**src/rtl/mem_arb_pkg.sv**
```systemverilog
// Shared types and constants for the memory arbiter.
package mem_arb_pkg;

  localparam int BLOCK_WIDTH_DEF = 1;

  localparam logic [2:0] W_BYTE = 3'd1;
  localparam logic [2:0] W_HALF = 3'd2;
  localparam logic [2:0] W_WORD = 3'd4;

  typedef enum logic [1:0] {
    CL_IC = 2'd0,
    CL_LD = 2'd1,
    CL_ST = 2'd2
  } client_e;

  typedef enum logic [1:0] {
    S_IDLE    = 2'd0,
    S_BUSY_IC = 2'd1,
    S_BUSY_LD = 2'd2,
    S_BUSY_ST = 2'd3
  } state_e;

  // Sign- or zero-extend the low 8*width bits of an assembled load word.
  function automatic logic [31:0] extend_load(input logic [31:0] w,
                                              input logic [2:0]  width,
                                              input logic        sgn);
    case (width)
      W_BYTE:  return sgn ? {{24{w[7]}}, w[7:0]} : {24'h0, w[7:0]};
      W_HALF:  return sgn ? {{16{w[15]}}, w[15:0]} : {16'h0, w[15:0]};
      default: return w;
    endcase
  endfunction

endpackage

```
**src/rtl/mem_arbiter_rr_grant3.sv**
```systemverilog
// Three-way one-hot grant (bit0=IC, bit1=LD, bit2=ST).
// MEM_ARB_RR_EN: rotating priority starting at ptr_i; otherwise fixed ST > LD > IC.
module rr_grant3
  import mem_arb_pkg::*;
(
  input  logic [2:0] req_i,
`ifdef MEM_ARB_RR_EN
  input  client_e    ptr_i,
`endif
  output logic [2:0] gnt_o
);

`ifdef MEM_ARB_RR_EN
  // Search the requests in rotating order beginning at the pointer.
  always_comb begin
    gnt_o = 3'b000;
    case (ptr_i)
      CL_LD: begin
        if      (req_i[1]) gnt_o = 3'b010;
        else if (req_i[2]) gnt_o = 3'b100;
        else if (req_i[0]) gnt_o = 3'b001;
      end
      CL_ST: begin
        if      (req_i[2]) gnt_o = 3'b100;
        else if (req_i[0]) gnt_o = 3'b001;
        else if (req_i[1]) gnt_o = 3'b010;
      end
      default: begin
        if      (req_i[0]) gnt_o = 3'b001;
        else if (req_i[1]) gnt_o = 3'b010;
        else if (req_i[2]) gnt_o = 3'b100;
      end
    endcase
  end
`else
  // Stores drain first so committed state reaches memory ahead of new reads.
  always_comb begin
    gnt_o = 3'b000;
    if      (req_i[2]) gnt_o = 3'b100;
    else if (req_i[1]) gnt_o = 3'b010;
    else if (req_i[0]) gnt_o = 3'b001;
  end
`endif

endmodule

```
**src/rtl/mem_arbiter.sv**
```systemverilog
// Arbiter in front of MemController: serialises ICache fetches, loads and
// stores so only one MemController enable is ever high, assembles load bytes
// and squashes loads across a pipeline flush.
// Optional feature macro: MEM_ARB_RR_EN (round-robin instead of fixed priority).
//
// state     | meaning
// S_IDLE    | no transaction; grant one eligible requester
// S_BUSY_IC | block read in progress at MemController
// S_BUSY_LD | load in progress, bytes collected into asm_q
// S_BUSY_ST | store in progress
module mem_arbiter
  import mem_arb_pkg::*;
#(
  parameter int BLOCK_WIDTH = BLOCK_WIDTH_DEF,
  parameter int BLOCK_SIZE  = 1 << BLOCK_WIDTH
) (
  input  logic                      Sys_clk,
  input  logic                      Sys_rst_n,
  input  logic                      Sys_rdy,
  input  logic                      RoB_flush,
  input  logic                      ICARB_en,
  input  logic [31:0]               ICARB_addr,
  output logic                      ARBIC_en,
  output logic [32*BLOCK_SIZE-1:0]  ARBIC_block,
  input  logic                      LDARB_en,
  input  logic [31:0]               LDARB_addr,
  input  logic [2:0]                LDARB_width,
  input  logic                      LDARB_signed,
  output logic                      ARBLD_en,
  output logic [31:0]               ARBLD_data,
  input  logic                      STARB_en,
  input  logic [31:0]               STARB_addr,
  input  logic [2:0]                STARB_width,
  input  logic [31:0]               STARB_data,
  output logic                      ARBST_en,
  output logic                      ARBMC_ic_en,
  output logic [31:0]               ARBMC_ic_addr,
  output logic                      ARBMC_lsb_en,
  output logic                      ARBMC_lsb_wr,
  output logic [2:0]                ARBMC_lsb_width,
  output logic [31:0]               ARBMC_lsb_data,
  output logic [31:0]               ARBMC_lsb_addr,
  input  logic                      MCARB_ic_en,
  input  logic [32*BLOCK_SIZE-1:0]  MCARB_ic_block,
  input  logic                      MCARB_lsb_en,
  input  logic [7:0]                MCARB_lsb_data,
  input  logic [1:0]                MCARB_lsb_data_number
);

  state_e                    state_q, state_d;
  logic                      squash_q, squash_d;
  logic [31:0]               addr_q, addr_d;
  logic [2:0]                width_q, width_d;
  logic [31:0]               data_q, data_d;
  logic                      sgn_q, sgn_d;
  logic [31:0]               asm_q, asm_d;
  logic                      ic_done_q, ic_done_d;
  logic                      ld_done_q, ld_done_d;
  logic                      st_done_q, st_done_d;
  logic [32*BLOCK_SIZE-1:0]  block_q, block_d;
  logic [31:0]               ld_data_q, ld_data_d;

  logic [2:0]  req;
  logic [2:0]  gnt;
  logic        mc_lsb_done;
  logic [2:0]  lane;
  logic [31:0] merged;

  // A client whose done pulse is showing has not yet dropped its request.
  assign req = {STARB_en & ~st_done_q,
                LDARB_en & ~RoB_flush & ~ld_done_q,
                ICARB_en & ~ic_done_q};

`ifdef MEM_ARB_RR_EN
  client_e ptr_q, ptr_d;

  // Pointer moves to the client after the one just granted.
  always_comb begin
    ptr_d = ptr_q;
    if (state_q == S_IDLE) begin
      if      (gnt[0]) ptr_d = CL_LD;
      else if (gnt[1]) ptr_d = CL_ST;
      else if (gnt[2]) ptr_d = CL_IC;
    end
  end
`endif

  rr_grant3 u_grant (
    .req_i (req),
`ifdef MEM_ARB_RR_EN
    .ptr_i (ptr_q),
`endif
    .gnt_o (gnt)
  );

  // Final-byte detection; loads return bytes counting data_number down to 0.
  always_comb begin
    mc_lsb_done = 1'b0;
    if (state_q == S_BUSY_ST)      mc_lsb_done = MCARB_lsb_en;
    else if (state_q == S_BUSY_LD) mc_lsb_done = MCARB_lsb_en && (MCARB_lsb_data_number == 2'd0);
  end

  assign lane = width_q - 3'd1 - {1'b0, MCARB_lsb_data_number};

  // Merge the returning byte into its lane of the assembly word.
  always_comb begin
    merged = asm_q;
    for (int b = 0; b < 4; b++) begin
      if (lane == 3'(b)) merged[8*b +: 8] = MCARB_lsb_data;
    end
  end

  // Next-state logic; done pulses default low so they last one cycle.
  always_comb begin
    state_d   = state_q;
    squash_d  = squash_q;
    addr_d    = addr_q;
    width_d   = width_q;
    data_d    = data_q;
    sgn_d     = sgn_q;
    asm_d     = asm_q;
    block_d   = block_q;
    ld_data_d = ld_data_q;
    ic_done_d = 1'b0;
    ld_done_d = 1'b0;
    st_done_d = 1'b0;
    case (state_q)
      S_IDLE: begin
        if (gnt[0]) begin
          state_d = S_BUSY_IC;
          addr_d  = ICARB_addr;
        end else if (gnt[1]) begin
          state_d  = S_BUSY_LD;
          addr_d   = LDARB_addr;
          width_d  = LDARB_width;
          sgn_d    = LDARB_signed;
          squash_d = 1'b0;
          asm_d    = 32'h0;
        end else if (gnt[2]) begin
          state_d = S_BUSY_ST;
          addr_d  = STARB_addr;
          width_d = STARB_width;
          data_d  = STARB_data;
        end
      end
      S_BUSY_IC: begin
        if (MCARB_ic_en) begin
          block_d   = MCARB_ic_block;
          ic_done_d = 1'b1;
          state_d   = S_IDLE;
        end
      end
      S_BUSY_LD: begin
        if (RoB_flush) squash_d = 1'b1;
        if (MCARB_lsb_en) begin
          asm_d = merged;
          if (mc_lsb_done) begin
            ld_data_d = extend_load(merged, width_q, sgn_q);
            ld_done_d = !(squash_q || RoB_flush);
            squash_d  = 1'b0;
            state_d   = S_IDLE;
          end
        end
      end
      S_BUSY_ST: begin
        if (mc_lsb_done) begin
          st_done_d = 1'b1;
          state_d   = S_IDLE;
        end
      end
      default: state_d = S_IDLE;
    endcase
  end

  // State registers: synchronous reset, frozen while Sys_rdy is low.
  always_ff @(posedge Sys_clk) begin
    if (!Sys_rst_n) begin
      state_q   <= S_IDLE;
      squash_q  <= 1'b0;
      addr_q    <= 32'h0;
      width_q   <= 3'h0;
      data_q    <= 32'h0;
      sgn_q     <= 1'b0;
      asm_q     <= 32'h0;
      ic_done_q <= 1'b0;
      ld_done_q <= 1'b0;
      st_done_q <= 1'b0;
      block_q   <= '0;
      ld_data_q <= 32'h0;
`ifdef MEM_ARB_RR_EN
      ptr_q     <= CL_IC;
`endif
    end else if (Sys_rdy) begin
      state_q   <= state_d;
      squash_q  <= squash_d;
      addr_q    <= addr_d;
      width_q   <= width_d;
      data_q    <= data_d;
      sgn_q     <= sgn_d;
      asm_q     <= asm_d;
      ic_done_q <= ic_done_d;
      ld_done_q <= ld_done_d;
      st_done_q <= st_done_d;
      block_q   <= block_d;
      ld_data_q <= ld_data_d;
`ifdef MEM_ARB_RR_EN
      ptr_q     <= ptr_d;
`endif
    end
  end

  // Enables drop combinationally in the done cycle so MemController does not re-serve.
  assign ARBMC_ic_en     = (state_q == S_BUSY_IC) && !MCARB_ic_en;
  assign ARBMC_lsb_en    = ((state_q == S_BUSY_LD) || (state_q == S_BUSY_ST)) && !mc_lsb_done;
  assign ARBMC_lsb_wr    = (state_q == S_BUSY_ST);
  assign ARBMC_ic_addr   = addr_q;
  assign ARBMC_lsb_addr  = addr_q;
  assign ARBMC_lsb_width = width_q;
  assign ARBMC_lsb_data  = data_q;
  assign ARBIC_en        = ic_done_q;
  assign ARBIC_block     = block_q;
  assign ARBLD_en        = ld_done_q;
  assign ARBLD_data      = ld_data_q;
  assign ARBST_en        = st_done_q;

  a_width_legal: assert property (@(posedge Sys_clk) disable iff (!Sys_rst_n)
    ((state_q == S_BUSY_LD) || (state_q == S_BUSY_ST)) |->
    ((width_q == W_BYTE) || (width_q == W_HALF) || (width_q == W_WORD)));

endmodule
```
**config.mk**
```make
export PLATFORM = sky130hd
export DESIGN_NAME = mem_arbiter
export DESIGN_NICKNAME = d
export VERILOG_FILES = /design/src/rtl/mem_arb_pkg.sv /design/src/rtl/mem_arbiter_rr_grant3.sv /design/src/rtl/mem_arbiter.sv
export SDC_FILE = /design/constraint.sdc
export NUM_CORES = 1
export LEC_CHECK = 0
export ABC_AREA = 1
export CORE_MARGIN = 3
export CORE_UTILIZATION = 29
export CTS_CLUSTER_SIZE = 10
export DETAILED_ROUTE_END_ITERATION = 10
export SYNTH_ARGS = -nofsm -noshare
export SYNTH_HDL_FRONTEND = slang
export SYNTH_SLANG_ARGS = --single-unit
```
**constraint.sdc**
```tcl
create_clock -name Sys_clk -period 4 [get_ports Sys_clk]
set_clock_uncertainty 0.2 [all_clocks]
set_input_delay 1.2 -clock Sys_clk [delete_from_list [all_inputs] [get_ports Sys_clk]]
set_output_delay 1.2 -clock Sys_clk [all_outputs]
set_load 0.02 [all_outputs]
```
==> flow_summary.ini, run 1 <==
[cts]
cts_root_buf = clkbuf_16
cts.clk_slew.worst_paths_ns = 0.05
cts_tree = done
ctsHoldBuffers = 0
clock_latency_ns = 0.52
numCtsBuffers = 26
clkSinkCount = 202
htreeDepth = 1
clockBufferDepth = 3

[floorplanning]
die_h_um = 191
io_pins = 419
die_width_um = 191
start_util_pct = 29.5
num_rows = 67
die_area_mm2 = 0.0365
core-area_mm2 = 0.0336

[worst_setup_path]
crit_fanout = 2
worst_path_most_repeated_cell = nand2_1
end_kind = output pin
cp_data_arrival_time_ns = 2.48
rrSetupSlack_ns = 1.26
crit_chain = clkdlybuf4s50_1 > o21ai_4 > nand2_1 > nand2_1 > inv_1 > dlygate4sd2_1
critical_path_required_ns = 2.60
path_buf_inv = 3
cp_slowest_cell = clkdlybuf4s50_1
crit_path_max_incr_delay_ns = 0.47
critPathKind = primary input to output pin
cp-start-kind = primary input
crit_family = buffers and inverters

[cells_and_area]
final_cell_mix = clkdlybuf4s50_1, nor2_1, nand2_1
syn2layout_area_growth_pct = 52.0
final_util_pct = 44.9
fin_area_mm2 = 0.0151
nets = 2116
final_common_cell = clkdlybuf4s50_1
drive_gt1_share_pct = 5.08
nFillCells = 3469
n_antenna_cell = 0

[timing]
slew_headroom_pct = 55.4
rsz0062_at_grt = no
holdWs_ns = 0.265
max_freq_mhz = 258
setup_viol = 0
finalMaxSlewViolations = 0
tightest_slew_ns = 0.669
fin_crit_ns = 3.88
hold_viol_final = 0
final.period_utilization_pct = 96.9

[route]
wl_per_cell_um = 15.3
vias_per_cell = 4.47
drt-initial-drc-count = 490
routed_wl_um = 36000
drc_errors = 0
ant_nets = 0
firstDrtPassIters = 5
num_vias = 10526

[power_and_ir_drop]
vdd_drop_max_v = 0.000323
power_switching_mw = 1.92
seq_power_share_pct = 37.0
p_leak_nw = 6.71
p_clk_share_pct = 36.1
powerDensity_mw_per_mm2 = 414
power_frac_comb_pct = 26.9
swShare_pct = 30.8
fin_total_pwr_mw = 6.24
p_int_mw = 4.32

[yosys]
syn-num-nets = 1755
yosysWarnings = 0
synth_cells = 1535
syn_area_mm2 = 0.00992
yosysSeqAreaShare_pct = 40.8
synth-seq-cells = 202
syn_area_per_cell_um2 = 6.46
ys_types = 34

[placement]
io_buffers = 418
post_dp_cell_area_mm2 = 0.0143
dp.final_hpwl_um = 26000
gp_congestion = 0.857

[run]
maxCapViolCount = 0

[global_routing]
grt_pass1_vias = 9987
grt_start_max_net_pins = 149
grt_first_pass_wirelength_um = 54400
grt_use_met2_pct = 31.6
busiest_layer = met2
met3_usage_pct = 6.47
antenna_found_initial = 0
grt-ovfl-total = 0
grtUsageMet1_pct = 22.4
grt_usage_pct = 18.6

[hold_path]
hold_class = flip-flop to flip-flop

[status]
status = finished, final reports clean
-- tightest hold or removal path, delay by kind of cell (launching register included) --
family / cells / cell delay [ns]
flip-flops: 1 / 0.31
AND/OR/NAND/NOR: 1 / 0.06
AO/OA/AOI/OAI: 1 / 0.05
-- kinds of logic after synthesis --
group,share of synthesized area (%)
AO/OA/AOI/OAI,9.28
AND/OR/NAND/NOR,34.5
flip-flops,40.8
adder cells (fa/ha/maj),0.328
buffers and inverters,15.1
-- flip-flops by register name (all words and copies together) (netlist names), 2 cells and up --
signal and flops:
ARBIC_block 64, ARBLD_data 32, ARBMC_ic_addr 32, ARBMC_lsb_data 32
ARBMC_lsb_width 3, asm_q 32, state_q 2
-- final timing paths --
kind,startpoint,to,cells past startpoint
setup / recovery,MCARB_lsb_data_number[0],ARBMC_lsb_en,6
hold / removal,ARBLD_data[6],ARBLD_data[6],2
setup reg to reg,ARBMC_lsb_width[0],ARBLD_data[18],11
hold reg to reg,ARBLD_data[6],ARBLD_data[6],2
-- through the flow --
step	setup WS, ns	std cells	TNS [ns]
detailed placement	-0.135	2316	-0.135
finish	0.122	2357	0
global route	0.0315	2357	0
CTS	0.116	2357	0
global placement	-0.138	2316	-0.138
floorplan	0.806	1535	0
-- power groups by stage --
| stage | clock, mW | combinational [mW] | sequential, mW |
|---|---|---|---|
| after floorplan | 0 | 0.859 | 2.46 |
| after global placement | 0 | 1.67 | 2.35 |
| after detailed placement | 0 | 1.68 | 2.35 |
| after CTS | 2.32 | 1.69 | 2.31 |
| after global routing | 2.41 | 1.85 | 2.33 |
| final | 2.26 | 1.68 | 2.31 |
-- Yosys cell counts (all sizes together) --
library cell    n  area [um2]
nor2          326        1250
nand2         307        1200
inv           220         833
dfxtp         202        4040
nand3         179         938
o21ai         115         579
buf            75         490
a21oi          63         327
clkbuf         40         170
nand4           2        27.5
clkinv          1        5.00
fa              1        20.0
ha              1        12.5
o211ai          1        7.51
o21a            1        7.51
or2             1        6.26
-- layout make-up --
type	instances	area (um2)	area share (%)
repair buffers	448	4440	29.5
clock buffers	36	729	4.84
flip-flops and latches	202	4040	26.8
well taps	448	561	3.72
clock inverters	5	75.1	0.498
inverters	221	838	5.56
multi-input cells	997	4390	29.1
-- layer usage --
layer	up-vias	share of wire (%)
met1	4706	41
met2	389	46
met5	-	0
met3	38	11
met4	0	2.1
li1	5393	-
-- timing repair --
| item | in CTS | in global routing |
|---|---|---|
| endpoints found under the setup margin | 1 | 0 |
| buffers inserted | 0 | 0 |
| resized for setup | 2 | 0 |
Note: power is estimated with default switching activity, not from simulation.
==> run 2, diff against run 1 <==
--- a/config.mk
+++ b/config.mk
@@ -6,10 +6,13 @@
 export NUM_CORES = 1
 export LEC_CHECK = 0
 export ABC_AREA = 1
-export CORE_MARGIN = 3
+export CELL_PAD_IN_SITES_DETAIL_PLACEMENT = 1
+export CELL_PAD_IN_SITES_GLOBAL_PLACEMENT = 1
+export CORE_MARGIN = 2
 export CORE_UTILIZATION = 29
 export CTS_CLUSTER_SIZE = 10
 export DETAILED_ROUTE_END_ITERATION = 10
+export PLACE_DENSITY_LB_ADDON = 0.1
 export SYNTH_ARGS = -nofsm -noshare
 export SYNTH_HDL_FRONTEND = slang
 export SYNTH_SLANG_ARGS = --single-unit
==> flow_summary.ini, run 2 (same netlist as run 1, synthesis figures left out) <==
[floorplanning]
die_area_mm2 = 0.0357
die_h_um = 189
core-area_mm2 = 0.0336
die_width_um = 189
io_pins = 419
num_rows = 67
start_util_pct = 29.5

[timing]
holdWs_ns = 0.267
finalSetupTns_ns = 0
tightest_slew_ns = 1.07
rsz0062_at_grt = no
hold_viol_final = 0
slew_headroom_pct = 28.7
finalMaxSlewViolations = 0
max_freq_mhz = 258
setup_viol = 0
final.period_utilization_pct = 96.7
fin_crit_ns = 3.87

[worst_setup_path]
crit_path_max_incr_delay_ns = 0.60
rrSetupSlack_ns = 1.34
crit_end = ARBMC_ic_en
cp-startpoint = MCARB_ic_en
cp-start-kind = primary input
critPathKind = primary input to output pin
critical_path_required_ns = 2.60
r2r_end = asm_q[9]
r2r_start = ARBMC_lsb_width[0]
cp.depth = 5
cp_data_arrival_time_ns = 2.47
cp_slowest_cell = clkdlybuf4s50_1
reg2reg_depth = 12
crit_fanout = 2
crit_chain = clkdlybuf4s50_1 > inv_1 > nand3_1 > inv_1 > clkdlybuf4s50_1
crit_family = buffers and inverters
end_kind = output pin
path_buf_inv = 4

[run]
maxCapViolCount = 0

[route]
drc_errors = 0
wl_per_cell_um = 17.1
firstDrtPassIters = 4
num_vias = 10708
routed_wl_um = 40200
drt-initial-drc-count = 402
ant_nets = 0
vias_per_cell = 4.56

[cts]
htreeDepth = 1
cts.clk_slew.worst_paths_ns = 0.05
numCtsBuffers = 26
ctsHoldBuffers = 0
clockBufferDepth = 3
post_cts_buffers = 0
clkSinkCount = 202
cts_root_buf = clkbuf_16
ctsResizeCount = 0
clock_latency_ns = 0.54
cts_tree = done

[cells_and_area]
syn2layout_area_growth_pct = 50.8
multi_input_area_mm2 = 0.00438
nFillCells = 4250
drive_gt1_share_pct = 4.74
nets = 2110
fin_cells = 2349
largest_reg_flops = 64
fin_area_mm2 = 0.0150
final_cell_mix = clkdlybuf4s50_1, nor2_1, nand2_1
seqCellArea_mm2 = 0.00404
final_common_cell = clkdlybuf4s50_1

[hold_path]
hold_class = flip-flop to flip-flop

[global_routing]
grt-ovfl-total = 0
grt_first_pass_wirelength_um = 61600
grt_start_max_net_pins = 66
grt_pass1_vias = 10856
grt_usage_pct = 21.7
antenna_found_initial = 2

[power_and_ir_drop]
powerDensity_mw_per_mm2 = 409
vdd_drop_max_v = 0.000295
p_leak_nw = 6.64

[status]
status = finished, final reports clean

[placement]
post_dp_cell_area_mm2 = 0.0142
dp.final_hpwl_um = 29200
gp_congestion = 0.759
io_buffers = 418
placed_cells = 2310
## run 2: cell types whose count changed in the layout (fill, tap and decap cells not counted)
cell,before,now
buf_4,28,23
bufinv_16,2,0
clkbuf_1,7,5
clkbuf_16,27,26
clkinv_8,0,1
diode_2,0,2
dlygate4sd2_1,1,0
o21ai_2,0,1
o21ai_4,1,0
## run 2: how the worst min path moves through the flow
stage	startpoint	endpoint	slack [ns]	depth (start not counted)
6_report	ARBLD_data[3]	ARBLD_data[3]	0.27	2
5_1_grt	ARBLD_data[3]	ARBLD_data[3]	0.28	2
4_1_cts	ARBLD_data[3]	ARBLD_data[3]	0.27	2
3_5_place_dp	ARBLD_data[3]	ARBLD_data[3]	0.26	2
3_3_place_gp	ARBLD_data[2]	ARBLD_data[2]	0.26	2
2_1_floorplan	squash_q	squash_q	0.24	2
## run 2: layout make-up
class | count | share of cell area, %
Timing Repair Buffer | 442 | 29.4
Multi-Input combinational cell | 997 | 29.3
Sequential cell | 202 | 27.0
Inverter | 221 | 5.61
Clock buffer | 33 | 4.66
Tap cell | 448 | 3.75
Clock inverter | 4 | 0.209
Antenna cell | 2 | 0.0335
## run 2: worst reg2reg max path, cell delays in order, from the launching register on
cell	delay (ns)
dfxtp_1	0.45
ha_1	0.19
inv_1	0.05
fa_1	0.41
inv_1	0.10
nand2_1	0.07
nand2_2	0.24
buf_4	0.34
nand3_1	0.19
nand2_1	0.10
nor2_1	0.04
nor2_1	0.11
nor2_1	0.07
## run 2: metal layers
layer	vias to the layer above	track usage (%)	wire length, um
li1	5382	-	-
met5	-	0	0
met1	5000	25.2	16300
met4	0	4.24	709
met2	289	38.8	19700
met3	37	7.54	3460
## run 2: power by group
group	total [mW]	switching, mW	internal, mW
logic	1.70	0.955	0.742
registers	2.30	0.113	2.19
clock network	2.11	0.904	1.21
## run 2: through the flow
stage | utilization [%] | setup WS (ns) | total power, mW
after floorplan | - | 0.806 | 3.32
after global placement | 42.3 | 0.109 | 4.02
after detailed placement | 42.3 | 0.0653 | 4.06
after CTS | 44.5 | 0.125 | 6.23
after global routing | 44.5 | 0.0531 | 6.46
final | 44.5 | 0.131 | 6.11
==> run 3, diff against run 2 <==
--- a/config.mk
+++ b/config.mk
@@ -8,10 +8,11 @@
 export ABC_AREA = 1
 export CELL_PAD_IN_SITES_DETAIL_PLACEMENT = 1
 export CELL_PAD_IN_SITES_GLOBAL_PLACEMENT = 1
-export CORE_MARGIN = 2
-export CORE_UTILIZATION = 29
+export CORE_AREA = 2 2 165 167
 export CTS_CLUSTER_SIZE = 10
 export DETAILED_ROUTE_END_ITERATION = 10
+export DIE_AREA = 0 0 167 169
+export DONT_BUFFER_PORTS = 1
 export PLACE_DENSITY_LB_ADDON = 0.1
 export SYNTH_ARGS = -nofsm -noshare
 export SYNTH_HDL_FRONTEND = slang
==> constraint.sdc (replaced) <==
create_clock -name Sys_clk -period 4 [get_ports Sys_clk]
set_clock_uncertainty 0.2 [all_clocks]
set_input_delay 0.4 -clock Sys_clk [delete_from_list [all_inputs] [get_ports Sys_clk]]
set_output_delay 0.4 -clock Sys_clk [all_outputs]
set_load 0.02 [all_outputs]
==> flow_summary.ini, run 3 (same netlist as run 1, synthesis figures left out) <==
[worst_setup_path]
cp_slowest_cell = inv_1
worst_path_most_repeated_cell = inv_1
critPathKind = flip-flop to flip-flop
cp.depth = 10
r2r_start = state_q[1]
crit_path_max_incr_delay_ns = 0.86
cp-start-kind = flip-flop
r2r_end = ARBMC_ic_addr[12]
rrSetupSlack_ns = 0.69
reg2reg_depth = 10
critical_path_required_ns = 4.21
cp_data_arrival_time_ns = 3.52
end_kind = flip-flop
cp-startpoint = state_q[1]
path_buf_inv = 5
crit_family = buffers and inverters
crit_end = ARBMC_ic_addr[12]
crit_chain = nor2_2 > nand2_1 > inv_1 > nand2_2 > buf_4 > inv_1 > nand3_1 > dlygate4sd3_1 > nand2_1 > inv_1
crit_fanout = 33

[timing]
finalSetupTns_ns = 0
finalMaxSlewViolations = 0
setup_viol = 0
fin_crit_ns = 3.31
final.period_utilization_pct = 82.8
rsz0062_at_grt = no
max_freq_mhz = 302
hold_viol_final = 0
tightest_slew_ns = 1.13
slew_headroom_pct = 24.6

[global_routing]
grt_first_pass_wirelength_um = 55100
grt_start_max_net_pins = 149
grt-ovfl-total = 0
busiest_layer = met2
antenna_found_initial = 2
grt_pass1_vias = 9845
met3_usage_pct = 7.32
grt_usage_pct = 24.3
grtUsageMet1_pct = 30.3
grt_use_met2_pct = 40.3

[power_and_ir_drop]
p_leak_nw = 5.58
powerDensity_mw_per_mm2 = 463
vdd_drop_max_v = 0.000284
fin_total_pwr_mw = 5.53

[cts]
cts_root_buf = clkbuf_16
htreeDepth = 1
ctsResizeCount = 0
cts_tree = done
post_cts_buffers = 0
cts.clk_slew.worst_paths_ns = 0.05
numCtsBuffers = 24
clkSinkCount = 202
clockBufferDepth = 3
clock_latency_ns = 0.52

[placement]
dp.final_hpwl_um = 24300
io_buffers = 0
gp_congestion = 0.840
placed_cells = 1772

[cells_and_area]
largest_reg_flops = 64
nets = 1826
fin_cells = 1954
drive_gt1_share_pct = 4.41
final_cell_mix = nor2_1, nand2_1, inv_1
syn2layout_area_growth_pct = 20.4
final_common_cell = nor2_1

[route]
drc_errors = 0
drt-initial-drc-count = 473
wl_per_cell_um = 18.5
ant_nets = 0
num_vias = 9813
firstDrtPassIters = 4
vias_per_cell = 5.02
routed_wl_um = 36100

[floorplanning]
die_width_um = 167
core-area_mm2 = 0.0265
die_h_um = 169
start_util_pct = 37.4
die_area_mm2 = 0.0282
num_rows = 60
io_pins = 419

[hold_path]
hold_class = primary input to flip-flop

[status]
status = finished, final reports clean

[run]
maxCapViolCount = 0
==> run 3: worst min-delay path, cell delays in order <==
cell and delay, ns:
inv_1 0.02, nand2_1 0.05, nand3_1 0.07, nand3_1 0.08, nand2_1 0.05, inv_1 0.04
==> run 3: through the flow <==
stage | cell area [um2] | utilization (%) | worst slack, ns | hold WS [ns]
global route | 11900 | 45.1 | 0.474 | 0.0442
CTS | 11900 | 45.0 | 0.698 | 0.0000489
global placement | 9770 | 36.9 | 1.23 | 0.258
finish | 11900 | 45.1 | 0.689 | 0.0154
detailed placement | 9770 | 36.9 | 1.11 | 0.266
floorplan | 9920 | - | 1.48 | 0.244
==> run 3: repair_timing <==
action	4_1_cts	5_1_grt
endpoints found under the hold margin	183	0
setup endpoints to repair	0	0
hold buffers	149	0
==> run 3: worst min path at each step <==
| stage | from | end | slack [ns] | cells past startpoint |
|---|---|---|---|---|
| finish | LDARB_addr[28] | ARBMC_ic_addr[28] | 0.02 | 6 |
| global route | STARB_addr[23] | ARBMC_ic_addr[23] | 0.04 | 6 |
| CTS | LDARB_addr[3] | ARBMC_ic_addr[3] | 0.00005 | 6 |
| detailed placement | squash_q | squash_q | 0.27 | 2 |
| global placement | squash_q | squash_q | 0.26 | 2 |
| floorplan | squash_q | squash_q | 0.24 | 2 |
==> run 3: final cells by class <==
cell class / instances / area, um2
clock inverter: 1 / 5.00
antenna: 3 / 7.51
tap: 341 / 427
fill: 3401 / 14600
sequential: 202 / 4040
clock buffer: 29 / 651
multi-input combinational: 997 / 4380
inverter: 221 / 838
timing repair buffer: 160 / 1590
==> run 3: power breakdown <==
part	total, mW	switching (mW)	leakage (nW)	internal [mW]
registers	2.55	0.357	1.65	2.19
logic	1.04	0.654	3.61	0.386
clock network	1.95	0.823	0.323	1.12
total	5.53	1.83	5.58	3.70
==> run 3: routing by layer <==
metal,wire [um],vias to the layer above
li1,-,4817
met1,14900,4612
met2,17000,320
met3,3070,64
met4,1180,0
met5,0,-
